==> src/rtl/mux_alloc_pkg.sv <==
// Shared definitions for the packet-lock mux allocator.
// Holds the flit type codes, the select width (`PORT+1 bits) and the
// allocator FSM state encoding, plus small flit classification helpers.
// No ports (package).
`ifndef MUX_ALLOC_DEFS_SV
`define MUX_ALLOC_DEFS_SV
`define TYPE_NONE 2'b00
`define TYPE_HEAD 2'b01
`define TYPE_DATA 2'b10
`define TYPE_TAIL 2'b11
`define PORT 1
`endif

package mux_alloc_pkg;

  // State codes equal the select pattern of the locked port.
  typedef enum logic [1:0] {
    IDLE  = 2'b00,
    LOCK0 = 2'b01,
    LOCK1 = 2'b10
  } state_e;

  function automatic logic is_head(input logic [1:0] t);
    return t == `TYPE_HEAD;
  endfunction

  function automatic logic is_tail(input logic [1:0] t);
    return t == `TYPE_TAIL;
  endfunction

endpackage

==> src/rtl/mux_alloc_rr_arb2.sv <==
// Two-request round-robin arbiter with its pointer register.
// Ports:
//   clk    - clock, rising edge
//   rst_   - asynchronous active-low reset (pointer favours request 0)
//   req_i  - request vector, bit k = requester k
//   gnt_o  - one-hot grant (combinational), all-zero when no request
// Every grant issued is taken the same edge, so the pointer moves to favour
// the requester that did not win.
module rr_arb2 (
  input  logic       clk,
  input  logic       rst_,
  input  logic [1:0] req_i,
  output logic [1:0] gnt_o
);

  logic ptr_q;   // 0: favour request 0, 1: favour request 1
  logic ptr_d;

  always_comb begin
    gnt_o = 2'b00;
    case (req_i)
      2'b01:   gnt_o = 2'b01;
      2'b10:   gnt_o = 2'b10;
      2'b11:   gnt_o = ptr_q ? 2'b10 : 2'b01;
      default: gnt_o = 2'b00;
    endcase
  end

  // Winner 0 -> favour 1 next; winner 1 -> favour 0 next.
  always_comb begin
    ptr_d = ptr_q;
    if (gnt_o != 2'b00) ptr_d = gnt_o[0];
  end

  always_ff @(posedge clk or negedge rst_) begin
    if (!rst_) ptr_q <= 1'b0;
    else       ptr_q <= ptr_d;
  end

endmodule

==> src/rtl/mux_alloc.sv <==
// Packet-lock mux allocator for two input ports sharing one output.
// A head flit requests the output; the granted port keeps the lock until
// its tail handshakes, then the lock passes directly to a waiting head on
// the other port or returns to idle.
// Ports:
//   clk, rst_            - clock / asynchronous active-low reset
//   ivalid_k, itype_k    - flit presented by port k and its type code
//   oready               - downstream accepts a flit this cycle
//   iready_k             - port k flit consumed this cycle
//   sel                  - one-hot mux select (01 port0, 10 port1, 0 none)
//   busy                 - a packet lock is held
//   pkt_cnt_0/1          - saturating granted-packet counters, present only
//                          when ALLOC_STATS_EN is defined
module mux_alloc
  import mux_alloc_pkg::*;
#(
  parameter int ALLOC_PORTS = 2
) (
  input  logic           clk,
  input  logic           rst_,
  input  logic           ivalid_0,
  input  logic [1:0]     itype_0,
  input  logic           ivalid_1,
  input  logic [1:0]     itype_1,
  input  logic           oready,
  output logic           iready_0,
  output logic           iready_1,
  output logic [`PORT:0] sel,
  output logic           busy
`ifdef ALLOC_STATS_EN
  ,
  output logic [15:0]    pkt_cnt_0,
  output logic [15:0]    pkt_cnt_1
`endif
);

  state_e                 state_q;
  logic [`PORT:0]         sel_q;
  logic                   busy_q;
  logic [ALLOC_PORTS-1:0] head;
  logic [ALLOC_PORTS-1:0] req;
  logic [ALLOC_PORTS-1:0] gnt;
  logic                   tail_hs;

  assign head = {ivalid_1 && is_head(itype_1), ivalid_0 && is_head(itype_0)};

  // Only the locked port is ever consumed; heads are consumed inside LOCKk.
  assign iready_0 = (state_q == LOCK0) && ivalid_0 && oready;
  assign iready_1 = (state_q == LOCK1) && ivalid_1 && oready;
  assign tail_hs  = (iready_0 && is_tail(itype_0)) ||
                    (iready_1 && is_tail(itype_1));

  // While locked, only the other port may request, and only on the tail
  // handshake; a head on the locked port is plain payload.
  always_comb begin
    req = '0;
    case (state_q)
      IDLE:    req = head;
      LOCK0:   if (tail_hs) req = {head[1], 1'b0};
      LOCK1:   if (tail_hs) req = {1'b0, head[0]};
      default: req = '0;
    endcase
  end

  rr_arb2 u_arb (
    .clk   (clk),
    .rst_  (rst_),
    .req_i (req),
    .gnt_o (gnt)
  );

  always_ff @(posedge clk or negedge rst_) begin
    if (!rst_) begin
      state_q <= IDLE;
      sel_q   <= 2'b00;
      busy_q  <= 1'b0;
    end else if (gnt[0]) begin
      state_q <= LOCK0;
      sel_q   <= 2'b01;
      busy_q  <= 1'b1;
    end else if (gnt[1]) begin
      state_q <= LOCK1;
      sel_q   <= 2'b10;
      busy_q  <= 1'b1;
    end else if (tail_hs) begin
      state_q <= IDLE;
      sel_q   <= 2'b00;
      busy_q  <= 1'b0;
    end
  end

  assign sel  = sel_q;
  assign busy = busy_q;

`ifdef ALLOC_STATS_EN
  logic [15:0] cnt0_q;
  logic [15:0] cnt1_q;

  always_ff @(posedge clk or negedge rst_) begin
    if (!rst_) begin
      cnt0_q <= 16'h0000;
      cnt1_q <= 16'h0000;
    end else begin
      if (gnt[0] && (cnt0_q != 16'hFFFF)) cnt0_q <= cnt0_q + 16'd1;
      if (gnt[1] && (cnt1_q != 16'hFFFF)) cnt1_q <= cnt1_q + 16'd1;
    end
  end

  assign pkt_cnt_0 = cnt0_q;
  assign pkt_cnt_1 = cnt1_q;
`endif

endmodule
==> config.mk <==
export PLATFORM = sky130hd
export DESIGN_NAME = mux_alloc
export DESIGN_NICKNAME = d
export VERILOG_FILES = /design/src/rtl/mux_alloc_pkg.sv /design/src/rtl/mux_alloc_rr_arb2.sv /design/src/rtl/mux_alloc.sv
export SDC_FILE = /design/constraint.sdc
export NUM_CORES = 1
export LEC_CHECK = 0
export ABC_CLOCK_PERIOD_IN_PS = 1150
export CAP_MARGIN = 0
export CORE_AREA = 10 10 47 49
export DETAILED_ROUTE_END_ITERATION = 8
export DIE_AREA = 0 0 57 59
export PLACE_DENSITY = 0.49
export SKIP_CTS_REPAIR_TIMING = 1
export SLEW_MARGIN = 30
export SYNTH_ARGS = -nofsm -noshare
export SYNTH_HDL_FRONTEND = slang
export SYNTH_SLANG_ARGS = --single-unit
==> constraint.sdc <==
create_clock -name clk -period 1.15 [get_ports clk]
set_input_delay 0.345 -clock clk [delete_from_list [all_inputs] [get_ports clk]]
set_output_delay 0.345 -clock clk [all_outputs]
set_load 0.01 [all_outputs]
==> metrics.cfg <==
[logic_synthesis]
syn_area_sq_um=259.0
syn_inst=23
synthDistinctLibCells=16
yosysTopAreaCell=dfrtp_1
synth_nets=32
synth_top_cell_area_share_pct=38.65
ys_seq_area_share_pct=38.65
yosys_warnings=0
synthTopCellsByArea=dfrtp_1 39%, a21boi_4 7.2%, o21ai_0 5.8%
syn-mean-instance-area_sq_um=11.26
synth_seq_cells=4

[place]
dp_hpwl_um=779.7
dp.cells=60
gp_congestion=0.8341
portBuffers=13

[worst_setup_path]
required_ps=810
cp_data_arrival_time_ps=1060
crit_type=flip-flop to output pin
crit_fanout=3
cp_cell_sequence=and4b_1, buf_2
cp_slowest_stage_delay_ps=410
cp-end-kind=output pin
crit_slowest_cell=dfrtp_2
worst_setup_path_start_kind=flip-flop

[cells_and_area]
nets=61
syn2layout_area_growth_pct=117.4
num-fill-cells=150
finalNonFillerCells=66
layout-drive-gt1-share_pct=60.00
diodes=0
regArea_sq_um=102.6
multi_input_area_sq_um=196.4
final_cell_mix=10 x buf_4, 7 x dlymetal6s2s_1, 3 x clkbuf_4, 3 x buf_6
layout_commonest_cell=buf_4
fin_util_pct=40.18

[floorplanning]
rows=14
die_y_um=59
core_area_sq_um=1401
boundaryPins=14
die_area_sq_um=3363
initial_core_util_pct=18.48
die_w_um=57

[global_routing]
gr-total-overflow=0
grt_max_degree=7
grt_pass1_wl_um=1483
grt_antenna_before_repair=0
grt_use_total_pct=5.563
grt_pass1_vias=332

[job]
cap_violations=0

[timing]
slew_viol_final=0
finalWorstSetupSlack_ps=-259.3
holdWs_ps=312.5
relSlewSlack_pct=87.11
period_share_pct=122.5
fin_crit_ps=1409
hold_viol_final=0
rsz0062_at_grt=true
fin_worst_skew_ps=1.629
setup_viol=8
fmax_mhz=709.6
worst_pin_slew_ps=193.1
finalSetupTns_ps=-1101

[drt]
viasPerCell=4.682
ant_nets=0
vias=309
dr.pass1.iters=2
routed_wl_um=1041
detail_route.iter0.violations=2
wl_per_cell_um=15.77
drc=0

[cts]
cts_buffers=3
clk_pin_slew_ps=30
clockBufferDepth=2
cts_htree_levels=1
root_buffer=clkbuf_4
clkSinkCount=4
insertion_delay_ps=230
cts_tree=yes

[power]
p_sw_share_pct=32.01
ir_worst_vdd_uv=698.9
p_leak_nw=0.2918
cellInternalPower_mw=0.6951
p_sw_mw=0.3273
combPwrFrac_pct=56.8
seqPwrFrac_pct=26.9
totalPowerFinal_mw=1.022
clockPowerShare_pct=16.2
power.density_nw_per_um2=1816

[hold_path]
hold_path_class=input port to async pin

[status]
status=finished, violations left
violations=negative setup slack

==> cells in the mapped netlist <==
master     count
and4b_1        1
nand3_1        2
and2_2         1
or2_0          1
a21bo_2        1
and4b_2        1
nand4_1        2
and4bb_1       1
dfrtp_1        4
nand4bb_1      1
a21boi_4       1
mux2i_1        1
a21oi_1        1
o21ai_0        3
a21o_2         1
a311o_1        1
==> final cells by class <==
cell class | instances | area share, %
repair buffers | 24 | 39.33
multi-input cells | 19 | 34.89
flip-flops and latches | 4 | 18.22
clock buffers | 3 | 4.000
well taps | 16 | 3.556
==> worst max-delay path: cells and delay by family, from the launching register on <==
| kind | cells | cell delay (ps) |
|---|---|---|
| flip-flops | 1 | 410 |
| AND/OR/NAND/NOR | 1 | 280 |
| buffers and inverters | 1 | 140 |
==> sequential cells by signal, summed over array words and instances (netlist names) <==
register,flops
sel,2
u_arb.ptr_q,1
busy,1
==> metal layers <==
layer  part of all wire [%]  wire, um  global-route usage [%]
met3                    8.4        87                   3.433
met1                     45       472                   6.152
met4                      0         0                   4.027
met5                      0         0                       0
met2                     46       481                   7.597
==> path summary, 6_finish.rpt <==
kind	slack, ps	end	from	cells past startpoint
min in group clk	510	u_arb.ptr_q	u_arb.ptr_q	1
worst min register to register	510	u_arb.ptr_q	u_arb.ptr_q	1
worst max-delay path	-260	iready_1	sel[0]	2
max in group asynchronous	660	sel[1]	rst_	1
worst min-delay path	310	u_arb.ptr_q	rst_	1
worst max register to register	-170	sel[1]	sel[0]	4
==> per-stage QoR <==
step                setup slack, ps  area, sq um
CTS                          -871.9        499.2
finish                       -259.3        563.0
global placement             -830.4        476.7
global route                 -294.4        563.0
floorplan                    -132.4        266.5
detailed placement           -867.2        476.7
==> cells by family after synthesis <==
family	Yosys count	synth area share, %
AO/OA/AOI/OAI	8	26.09
flip-flops	4	38.65
multiplexers	1	3.865
AND/OR/NAND/NOR	10	31.40
==> power groups by stage <==
stage / sequential [mW] / clock [mW] / combinational, mW
finish: 0.275 / 0.166 / 0.581
global route: 0.282 / 0.186 / 0.618
CTS: 0.270 / 0.176 / 0.484
global placement: 0.266 / 0 / 0.480
detailed placement: 0.271 / 0 / 0.483
floorplan: 0.317 / 0 / 0.129
Power figures use the tool's default switching activity.
